<file path="src/rtl/ring_monitor.sv">
// Decodes a one-hot ring code to a phase index, tracks lock, counts revolutions, latches faults.
// Latency: 1 cycle from ring_in to every output (all outputs come from registered state).
// Backpressure: none; en=0 freezes all state, clr clears the fault regardless of en.
module ring_monitor #(
    parameter int N        = 3,
    parameter int IW       = $clog2(N),
    parameter int LOCK_CNT = 2,
    parameter int REV_W    = 8
) (
    input  logic             clk,
    input  logic             rst,
    input  logic             en,
    input  logic             clr,
    input  logic [N-1:0]     ring_in,
    output logic [IW-1:0]    idx,
    output logic             idx_valid,
    output logic             locked,
    output logic             fault,
    output logic [1:0]       err_code,
    output logic [REV_W-1:0] rev_count
);

    localparam logic [1:0] S_SEARCH = 2'b00;
    localparam logic [1:0] S_LOCKED = 2'b01;
    localparam logic [1:0] S_FAULT  = 2'b10;

    localparam logic [1:0] E_NONE   = 2'b00;
    localparam logic [1:0] E_ONEHOT = 2'b01;
    localparam logic [1:0] E_STEP   = 2'b10;

    // Counter only ever holds 0..LOCK_CNT-1; the increment may reach LOCK_CNT.
    localparam int CW = $clog2(LOCK_CNT + 1);

    logic [1:0]       r_state;
    logic [IW-1:0]    r_idx;
    logic             r_idx_valid;
    logic [CW-1:0]    r_good_cnt;
    logic [1:0]       r_err_code;
    logic [REV_W-1:0] r_rev_count;

    logic             w_legal;
    logic [IW-1:0]    w_d_idx;
    logic [IW-1:0]    w_idx_next;
    logic             w_step_ok;
    logic [CW-1:0]    w_good_inc;

    // Decode the incoming code and judge whether it is exactly one step ahead of the last sample.
    always_comb begin
        w_d_idx = '0;
        for (int i = 0; i < N; i++) begin
            if (ring_in[i]) begin
                w_d_idx = IW'(i);
            end
        end
        w_legal    = $onehot(ring_in);
        w_idx_next = (r_idx == IW'(N - 1)) ? '0 : r_idx + IW'(1);
        w_step_ok  = w_legal & r_idx_valid & (w_d_idx == w_idx_next);
        w_good_inc = r_good_cnt + CW'(1);
    end

    // Phase tracking, lock state machine, fault capture and revolution counting.
    always_ff @(posedge clk or negedge rst) begin
        if (!rst) begin
            r_state     <= S_SEARCH;
            r_idx       <= '0;
            r_idx_valid <= 1'b0;
            r_good_cnt  <= '0;
            r_err_code  <= E_NONE;
            r_rev_count <= '0;
        end else if (clr) begin
            // idx and rev_count deliberately survive a clear.
            r_state     <= S_SEARCH;
            r_idx_valid <= 1'b0;
            r_good_cnt  <= '0;
            r_err_code  <= E_NONE;
        end else if (en) begin
            // Phase tracking continues in every state, including FAULT.
            if (w_legal) begin
                r_idx       <= w_d_idx;
                r_idx_valid <= 1'b1;
            end else begin
                r_idx_valid <= 1'b0;
            end

            case (r_state)
                S_SEARCH: begin
                    if (w_step_ok) begin
                        if (w_good_inc == CW'(LOCK_CNT)) begin
                            r_state    <= S_LOCKED;
                            r_good_cnt <= '0;
                        end else begin
                            r_good_cnt <= w_good_inc;
                        end
                    end else begin
                        r_good_cnt <= '0;
                    end
                end
                S_LOCKED: begin
                    if (w_step_ok) begin
                        // A correct step landing on phase 0 can only come from N-1.
                        if (w_d_idx == '0) begin
                            r_rev_count <= r_rev_count + REV_W'(1);
                        end
                    end else if (!w_legal) begin
                        r_state    <= S_FAULT;
                        r_err_code <= E_ONEHOT;
                    end else begin
                        r_state    <= S_FAULT;
                        r_err_code <= E_STEP;
                    end
                end
                S_FAULT: begin
                    // Sticky until clr; first cause is kept.
                end
                default: begin
                    r_state    <= S_SEARCH;
                    r_good_cnt <= '0;
                    r_err_code <= E_NONE;
                end
            endcase
        end
    end

    assign idx       = r_idx;
    assign idx_valid = r_idx_valid;
    assign locked    = (r_state == S_LOCKED);
    assign fault     = (r_state == S_FAULT);
    assign err_code  = r_err_code;
    assign rev_count = r_rev_count;

endmodule

</file>
<file path="config.mk">
export PLATFORM = sky130hd
export DESIGN_NAME = ring_monitor
export DESIGN_NICKNAME = d
export VERILOG_FILES = /design/src/rtl/ring_monitor.sv
export SDC_FILE = /design/constraint.sdc
export NUM_CORES = 1
export LEC_CHECK = 0
export BUFFER_PORTS_ARGS = -buffer_cell sky130_fd_sc_hd__buf_2
export CAP_MARGIN = 15
export CORE_ASPECT_RATIO = 0.75
export CORE_UTILIZATION = 46
export DETAILED_ROUTE_END_ITERATION = 6
export PLACE_DENSITY = 0.73
export SYNTH_ARGS = -nofsm -noshare
export SYNTH_HDL_FRONTEND = slang
export SYNTH_SLANG_ARGS = --single-unit
export TNS_END_PERCENT = 50
</file>
<file path="constraint.sdc">
create_clock -name clk -period 1.7 [get_ports clk]
set_input_delay 0.17 -clock clk [delete_from_list [all_inputs] [get_ports clk]]
set_output_delay 0.17 -clock clk [all_outputs]
set_load 0.05 [all_outputs]
</file>
Word level (Yosys, flattened, before mapping)
Cells that the tools add are included. W data, S select, Z words.

Bits in writable memories: 0. Latch bits: 0. Input bits: 7. Register bits: 17. Memory bits (read-only): 0. Memories: 0.

Mux-type cells: 22. Bitwise operators: 3. $mul: 0. Magnitude comparators: 0. Divide/modulo/power cells: 0. Add/sub/neg operators: 5. Equal/unequal tests: 12. Shift-type cells: 0. Reduce and logical (&&, ||, !) cells: 10.

Operators by type and width (number): $mux W2 (15); $reduce_and A5 Y1 (2); $ne A3 B3 Y1 const B (3); $add A8 B1 Y8 const B (1); $pmux W2 S2 (2); $eq A2 B2 Y1 const B (3); $pmux W2 S3 (1); $reduce_and A3 Y1 (2); $add A2 B1 Y2 const B (2); $eq A2 B1 Y1 const B (2); $logic_not A2 Y1 (2); $mux W1 (4); $ne A2 B1 Y1 const B (2); $reduce_or A2 Y1 (2); $add A1 B1 Y2 (1); $add A2 B1 Y2 (1); $and A1 B1 Y1 (2); $eq A2 B2 Y1 (1); $ne A2 B2 Y1 const B (1); $reduce_and A2 Y1 (1); $reduce_bool A2 Y1 (1); $not A1 Y1 (1).

Depth between registers and ports, before layout
Gate-level depths: netlist of run 1.

Depth after elaboration: 9. Mapped depth: 9. Depth with buffers taken out: 7.

Worst setup path after synthesis of run 1
No wires, ideal clock.

Kind: input to register. Start point: in ring_in[2]. End point: reg r_rev_count[1], in the netlist rev_count[1]. Required time: 1575 ps. Stages: 8. Arrival: 2150 ps. Path slack: -575 ps. Cell sequence: clkbuf_1 > inv_1 > fa_1 > nand2b_1 > or2_0 > clkbuf_2 > nor4b_4 > mux2_2.

Word-level cells in the longest chain between the ends: 5. Elaborated cells between the ends (all ways): 8. Those cells by class: 1 x add/sub; 2 x eq/ne; 1 x mux; 2 x bitwise; 2 x reduce/logical.

RTL lines: start: declaration (line 14) `input logic [N-1:0] ring_in,`; $add A2 B1 Y2 (not written as such) (line 55) `w_legal = $onehot(ring_in);`; $eq A2 B1 Y1 (line 55); $and A1 B1 Y1 (2 in a row) (line 57) `w_step_ok = w_legal & r_idx_valid & (w_d_idx == w_idx_next);`; $reduce_and A5 Y1 (no source line) *; end signal: assignment (line 102) `r_rev_count <= r_rev_count + REV_W'(1);`; end: declaration (line 39) `logic [REV_W-1:0] r_rev_count;`.

Every way passes the cells marked *; elsewhere a longest branch is shown, timed or not. A chain may end at the register's enable or synchronous reset.

Worst setup path in the final report of run 1
Start point: reg r_state[1]. End point: reg r_rev_count[1], in the netlist rev_count[1].

Word-level cells in the longest chain between the ends: 2.

RTL lines: start: declaration (line 34) `logic [1:0] r_state;`; start signal: assignment (line 64) `r_state <= S_SEARCH;`; start signal: assignment (line 72) `r_state <= S_SEARCH;`; start signal: assignment (line 89) `r_state <= S_LOCKED;`; $eq A2 B1 Y1 (line 85) `case (r_state)`; $reduce_and A5 Y1 (no source line).

No other way between the ends.

==> impl_metrics.yaml, run 1 <==
status:
  status: "finished with violations"
  violations: "setup timing"
synthesis:
  netlist.area_leader.share_pct: 45.1
  synth_edf_count: 0
  synth_flop_cell: "dfrtp_1"
  synth_nets: 104
  avgSynthCellArea_um2: 10.4
  synth_common_cells: "dfrtp_1, nand2_1, inv_1, xnor2_1"
  yosysMostFrequentCell: "dfrtp_1"
  synthTopCellsByArea: "dfrtp_1, ha_1, xnor2_1"
  yosysWarnings: 0
  netlist_area_um2: 943
  yosysUniqueCellTypes: 31
  synth-async-reset-ratio_pct: 100
  seq_area_frac_synth_pct: 45.1
  ys_ff_latch: 17
  syn_inst: 91
  yosysTopAreaCell: "dfrtp_1"
placement:
  place_congestion: 0.774
  dpl_cell_area_um2: 1180
  dpl.hpwl_um: 1560
  numPortBuffers: 21
grt:
  grt_pass1_wl_um: 3420
  grtUsageTotal_pct: 23.3
  met2_usage_pct: 33.5
  grtUsageMet1_pct: 31.2
  antenna_found_initial: 0
  grt.busiest_layer: "met2"
  grt_remaining_overflow: 0
  grtUsageMet3_pct: 8.52
  grt_start_max_net_pins: 18
  grt_pass1_vias: 725
critical_path:
  worstPathRequired_ps: 1900
  cp-start-kind: "flop"
  r2r_cells: 7
  critPathLaunch: "r_state[1]"
  critical_path_class: "reg -> reg"
  arrival_ps: 1910
  crit_path_end_kind: "flop"
  path_max_fanout: 8
  r2r_start: "r_state[1]"
  crit_path_end: "rev_count[1]"
  worst-r2r-setup-slack_ps: -10
  r2r_end: "rev_count[1]"
floorplanning:
  ios: 22
  dieArea_um2: 2240
  rows: 13
  die_h_um: 41.2
  coreArea_um2: 1820
  fp.dieW_um: 54.3
  initial_core_util_pct: 51.8
cts:
  cts_num_sinks: 17
  cts_tree: "yes"
  cts-root-buf: "clkbuf_4"
  clk_pin_slew_worst_paths_ps: 100
  insertion_delay_ps: 300
  cts_htree_levels: 1
  cts_made_buffers: 3
  cts_buffer_depth: 2
sta:
  setup_slack_ps: -14.9
  hold_viol_final: 0
  drv_slew: 0
  slew_headroom_pct: 74.0
  rsz0062_at_grt: "true"
  skew_ps: 9.97
  worst_pin_slew_ps: 390
  finalSetupViolCount: 1
  clock.fmax_ghz: 0.583
  min_period_ps: 1710
  post-route-period-util_pct: 101
detailed_routing:
  drt_pass1_iterations: 4
  vias: 834
  viasPerCell: 5.49
  antenna_left: 0
  wl_per_cell_um: 14.7
  detail_route.wirelength_um: 2240
  drtIter0Drc: 18
  drc: 0
layout:
  drive_gt1_share_pct: 46.9
  fillers: 139
  antenna_cells: 0
  final_nets: 144
  area_growth_pct: 39.7
  fin_area_um2: 1320
pwr:
  vdd.ir_drop.worst_uv: 577
  power.leakage_nw: 0.650
  p_per_area_nw_per_um2: 654
  total_power_uw: 862
job:
  cap_violations: 0
hold_path:
  hold_class: "in -> reg"
==> flip-flops by register name, summed over array words and instances, names as in the netlist <==
| signal | flops |
|---|---|
| err_code | 2 |
| idx | 2 |
| idx_valid | 1 |
| r_good_cnt | 2 |
| r_state | 2 |
| rev_count | 8 |
==> power breakdown <==
part	internal [mW]	switching [mW]
Combinational	0.0724	0.122
Clock	0.0878	0.133
Sequential	0.420	0.0263
==> cell type report <==
cell class                      count  area (um^2)  area share, %
Clock buffer                        3         22.5           1.71
Inverter                            8         32.5           2.47
Multi-Input combinational cell     63          561           42.5
Clock inverter                      1         5.00          0.380
Tap cell                           22         27.5           2.09
Sequential cell                    17          427           32.4
Timing Repair Buffer               38          243           18.4
==> worst min path at each step <==
stage / start / endpoint / cells after the start
finish: ring_in[1] / idx[0] / 3
global route: ring_in[1] / idx[0] / 3
CTS: en / err_code[0] / 3
detailed placement: rst / r_state[1] / 1
global placement: rst / r_state[1] / 1
floorplan: rst / err_code[0] / 0
==> metrics by stage <==
step | setup TNS (ps) | hold slack [ps] | util [%] | cells | setup slack [ps]
final | -14.9 | 143 | 72.3 | 152 | -14.9
after global placement | -3890 | 107 | 65.0 | 145 | -340
after detailed placement | -4560 | 117 | 65.0 | 145 | -382
after CTS | -17.6 | 151 | 69.4 | 152 | -17.6
after floorplan | -3530 | -126 | - | 91 | -433
after global routing | -826 | 159 | 72.3 | 152 | -123
==> cells by family after synthesis <==
| logic type | count (synthesis) | synth area share (%) |
|---|---|---|
| buffers and inverters | 11 | 4.51 |
| multiplexers | 3 | 3.45 |
| AO/OA/AOI/OAI | 19 | 13.4 |
| flip-flops | 17 | 45.1 |
| AND/OR/NAND/NOR | 28 | 18.3 |
| XOR/XNOR | 7 | 6.50 |
| adder cells (fa/ha/maj) | 6 | 8.75 |
==> per-layer routing <==
layer	vias up	wire, um	part of all wire, %
met5	-	0	0
met4	0	29	1.3
met3	6	139	6.2
met2	32	952	43
met1	396	1120	50
li1	400	-	-
==> worst max-delay path, cell delays in order (launching register included) <==
cell and delay, ps:
dfrtp_1 400, inv_2 80, ha_4 120, nor2b_4 160
o311a_1 190, nor4b_4 200, buf_6 160, mux2_4 300
==> cell usage in the layout, fill, tap and decap left out, types with 4 or more instances in the layout <==
| cell | netlist | layout |
|---|---|---|
| buf_2 | 0 | 21 |
| buf_4 | 0 | 14 |
| dfrtp_1 | 17 | 16 |
| inv_1 | 7 | 4 |
| nand2_1 | 8 | 8 |
| nand4_1 | 4 | 4 |
| xnor2_1 | 6 | 6 |
==> repair_timing <==
action / 4_1_cts / 5_1_grt
endpoints found under the setup margin: 11 / 13
endpoints found under the hold margin: 17 / 0
gates cloned: 0 / 0
resized for setup: 9 / 12
hold buffers: 1 / 0
pin swaps: 2 / 6
setup buffers: 2 / 1
Power figures use the tool's default switching activity.
==> run 2: changes to the inputs <==
- CTS_BUF_LIST: not set -> sky130_fd_sc_hd__clkbuf_8 sky130_fd_sc_hd__clkbuf_16
- TNS_END_PERCENT: 50 -> 30
==> run 2 against run 1 <==
  * The flow still finishes with violations (setup timing)
  * Utilization grew 0.69 points
  * Combinational power fell by 3%
  * Register-to-register slack barely moved
  * Clock power rose by 37%
  * Largest power group unchanged
  * Final cell count up 1.3%
  * Highest routed layer unchanged
  * Routed wire length up 4.6%
  * Clock skew down 7.5 ps
  * Via count fell by 0.36%
  * Critical path type unchanged
  * Final area is 0.95% higher
  * Die area is the same
  * Critical path depth unchanged
  * Clock-buffer cell count unchanged
==> impl_metrics.yaml, run 2 (synthesis results as in run 1) <==
critical_path:
  critical_path_class: "reg -> reg"
  crit_path_end_kind: "flop"
  cp-start-kind: "flop"
  arrival_ps: 1860
  r2r_start: "r_state[1]"
  worstPathRequired_ps: 1850
  critPathLaunch: "r_state[1]"
  path_max_fanout: 8
layout:
  final_cell_mix: "buf_2, buf_4, dfrtp_1"
  final_nets: 146
  regArea_um2: 427
  fillers: 134
  area_growth_pct: 41.0
  drive_gt1_share_pct: 44.7
  fin_area_um2: 1330
  antenna_cells: 0
  final_common_cell: "buf_2"
  multiInputGateArea_um2: 541
  largest_reg_flops: 8
placement:
  place_congestion: 0.830
  numPortBuffers: 21
  dpl_cell_area_um2: 1180
  dpl.hpwl_um: 1610
  dp_slack_ps: -383
grt:
  grtUsageMet1_pct: 30.0
  grtUsageMet3_pct: 8.15
  grt.busiest_layer: "met2"
  grt_start_max_net_pins: 18
  antenna_found_initial: 0
  grtUsageTotal_pct: 24.8
  grt_pass1_vias: 753
  grt_pass1_wl_um: 3550
  met2_usage_pct: 40.2
  grt_remaining_overflow: 0
cts:
  insertion_delay_ps: 260
  cts_buffer_depth: 2
  cts_num_sinks: 17
  cts_tree: "yes"
  cts_made_buffers: 3
  cts-root-buf: "clkbuf_8"
  clk_pin_slew_worst_paths_ps: 60
  cts_htree_levels: 1
floorplanning:
  fp.dieW_um: 54.3
  dieArea_um2: 2240
  rows: 13
  initial_core_util_pct: 51.8
  die_h_um: 41.2
  coreArea_um2: 1820
  ios: 22
detailed_routing:
  antenna_left: 0
  drc: 0
  wl_per_cell_um: 15.2
  detail_route.wirelength_um: 2340
  vias: 831
  drt_pass1_iterations: 4
  drtIter0Drc: 27
  viasPerCell: 5.40
hold_path:
  hold_class: "in -> reg"
  hold_path.startpoint: "ring_in[1]"
pwr:
  power.leakage_nw: 0.665
  p_per_area_nw_per_um2: 705
  vdd.ir_drop.worst_uv: 529
  total_power_uw: 938
job:
  cap_violations: 0
sta:
  setup_slack_ps: -16.9
  slew_headroom_pct: 73.4
  min_period_ps: 1720
  post-route-period-util_pct: 101
  drv_slew: 0
  clock.fmax_ghz: 0.582
  skew_ps: 2.44
  finalSetupViolCount: 2
  worst_pin_slew_ps: 399
  rsz0062_at_grt: "true"
  hold_viol_final: 0
status:
  violations: "setup timing"
  status: "finished with violations"
-- run 2: cell types whose count changed in the layout (fill, tap and decap cells not counted), sizes merged --
cell,before,now
buf,37,39
-- run 2: worst paths after layout --
kind	endpoint	slack [ps]	depth (start not counted)
min	idx[0]	200	3
max in group asynchronous	idx[1]	1020	2
max reg2reg	rev_count[1]	-20	7
min in group asynchronous	err_code[0]	370	2
min reg2reg	rev_count[7]	460	1
max	rev_count[1]	-20	7
-- run 2: through the flow --
stage               utilization (%)  hold WS [ps]  instances  setup TNS (ps)
finish                         73.0           201        154           -17.0
global route                   73.0           230        154            -823
CTS                            70.5           199        152           -2.41
detailed placement             65.0           118        145           -4630
global placement               65.0           115        145           -3870
floorplan                         -          -126         91           -3540
-- run 2: per-layer routing --
layer / routed length (um) / up-vias
li1: - / 405
met1: 1060 / 392
met2: 1120 / 26
met3: 127 / 8
met4: 36 / 0
met5: 0 / -
-- run 2: critical path, stage by stage, from the launching register on --
cell,delay (ps)
dfrtp_1,390
inv_2,90
ha_4,130
nor2b_4,150
o311a_1,180
nor4b_4,180
buf_4,190
mux2_4,300
-- run 2: area by class of cell --
cell class,count,area share (%)
timing repair buffer,40,19.3
inverter,8,2.45
sequential,17,32.1
multi-input combinational,63,40.6
tap,22,2.07
clock inverter,1,0.376
clock buffer,3,3.10
-- run 2: repair_timing --
item / in CTS / in global routing
hold endpoints to repair: 17 / 0
gates resized for setup: 10 / 6
pin swaps: 3 / 6
endpoints found under the setup margin: 12 / 13
hold buffers: 1 / 0
setup buffers: 2 / 2
-- run 2: power by group --
group	switching [mW]	total, mW	internal [mW]
logic	0.119	0.189	0.0699
clock network	0.140	0.303	0.163
registers	0.0250	0.446	0.421
==> run 3: changes to the inputs <==
==> constraint.sdc (replaced) <==
create_clock -name clk -period 1.7 [get_ports clk]
set_input_delay 0.255 -clock clk [delete_from_list [all_inputs] [get_ports clk]]
set_output_delay 0.255 -clock clk [all_outputs]
set_load 0.05 [all_outputs]
==> run 3 against run 2 <==
  * The flow still finishes with violations (setup timing)
  * Non-clock buffer count fell by 1
  * Clock-buffer cell count is the same
  * Final cell count down 0.65%
  * Total power increased by 0.30%
  * Sequential power is essentially flat
  * Utilization grew 0.21 points
  * First-iteration DRC count shrank 30%
==> impl_metrics.yaml, run 3 (synthesis results as in run 1) <==
placement:
  place_congestion: 0.830
  numPortBuffers: 21
  dpl_cell_area_um2: 1180
  dpl.hpwl_um: 1610
sta:
  skew_ps: 1.81
  min_period_ps: 1740
  setup_slack_ps: -38.6
  slew_headroom_pct: 73.6
  clock.fmax_ghz: 0.575
  rsz0062_at_grt: "true"
  post-route-period-util_pct: 102
  worst_pin_slew_ps: 396
  drv_slew: 0
  finalSetupViolCount: 7
  timing.setup.tns_ps: -108
  hold_viol_final: 0
floorplanning:
  ios: 22
  die_h_um: 41.2
  initial_core_util_pct: 51.8
  dieArea_um2: 2240
  rows: 13
  coreArea_um2: 1820
  fp.dieW_um: 54.3
grt:
  grt_pass1_vias: 775
  grtUsageTotal_pct: 24.9
  grt_remaining_overflow: 0
  antenna_found_initial: 0
  grt_start_max_net_pins: 18
  grt_pass1_wl_um: 3570
cts:
  cts-root-buf: "clkbuf_8"
  insertion_delay_ps: 260
  cts_buffer_depth: 2
  cts_tree: "yes"
  cts_num_sinks: 17
  clk_pin_slew_worst_paths_ps: 60
  cts_made_buffers: 3
  cts_htree_levels: 1
hold_path:
  hold_class: "in -> reg"
detailed_routing:
  drc: 0
  wl_per_cell_um: 15.0
  vias: 820
  viasPerCell: 5.36
  drtIter0Drc: 19
  drt_pass1_iterations: 4
  antenna_left: 0
  detail_route.wirelength_um: 2290
pwr:
  internal_power_uw: 655
  p_seq_share_pct: 47.2
  sw_frac_of_total_pct: 30.3
  combPwrFrac_pct: 20.6
  total_power_uw: 941
  clockPowerShare_pct: 32.2
  vdd.ir_drop.worst_uv: 519
  power.leakage_nw: 0.664
  p_per_area_nw_per_um2: 706
  p_switching_uw: 286
layout:
  fin_area_um2: 1330
  final_cell_mix: "buf_2, dfrtp_1, buf_4"
  final_nets: 145
  area_growth_pct: 41.4
  final_common_cell: "buf_2"
  final_core_util_pct: 73.2
  antenna_cells: 0
  largest_reg_flops: 8
  drive_gt1_share_pct: 45.0
critical_path:
  worstPathRequired_ps: 1850
  worst-r2r-setup-slack_ps: 0
  cp-start-kind: "input port"
  arrival_ps: 1880
  path_max_fanout: 8
  critical_path_class: "in -> reg"
  crit_path_end_kind: "flop"
status:
  violations: "setup timing"
  status: "finished with violations"
job:
  cap_violations: 0
==> run 3: changes by cell type in the layout (fill, tap and decap cells not counted), sizes merged <==
cell  change
buf       -1
==> run 3: metrics by stage <==
stage	hold WS, ps	setup WS, ps	std cells
6_report	311	-38.6	153
5_1_grt	329	-123	153
4_1_cts	298	-32.4	153
3_5_place_dp	203	-468	145
3_3_place_gp	200	-421	145
2_1_floorplan	-40.6	-520	91
==> run 3: layout make-up <==
type	count	area (um^2)
well taps	22	27.5
flip-flops and latches	17	425
fillers	138	488
repair buffers	39	259
clock inverters	1	5.00
multi-input cells	63	541
clock buffers	3	41.3
inverters	8	35.0
==> run 3: what timing repair did <==
action	CTS	global route
endpoints found under the setup margin	14	14
endpoints found under the hold margin	17	0
resized for setup	15	5
pin swaps	6	5
hold buffers	1	0
setup buffers	3	0
==> run 3: path summary, 6_finish.rpt <==
path	startpoint	depth (start not counted)	end
min reg2reg	rev_count[7]	1	rev_count[7]
min in group asynchronous	rst	2	err_code[0]
min	en	3	err_code[0]
max	ring_in[2]	8	rev_count[1]
max reg2reg	r_state[1]	7	rev_count[1]
max in group asynchronous	rst	2	r_state[1]
==> run 3: layer usage <==
metal	routed length, um	up-vias	track usage [%]
met1	1050	392	29.5
met5	0	-	0
met2	1110	22	41.2
met4	34	0	12.2
li1	-	400	-
met3	93	6	8.15
==> run 3: power by group through the flow <==
stage | sequential, mW | clock (mW) | combinational [mW]
floorplan | 0.493 | 0 | 0.0643
global placement | 0.445 | 0 | 0.167
detailed placement | 0.447 | 0 | 0.170
CTS | 0.441 | 0.313 | 0.185
global route | 0.447 | 0.335 | 0.206
finish | 0.444 | 0.303 | 0.194
==> run 3: critical path: stages <==
cell,delay (ps)
buf_8,80
inv_4,30
fa_1,460
nand2b_4,150
or2_4,230
nor4b_4,200
buf_4,190
mux2_4,300
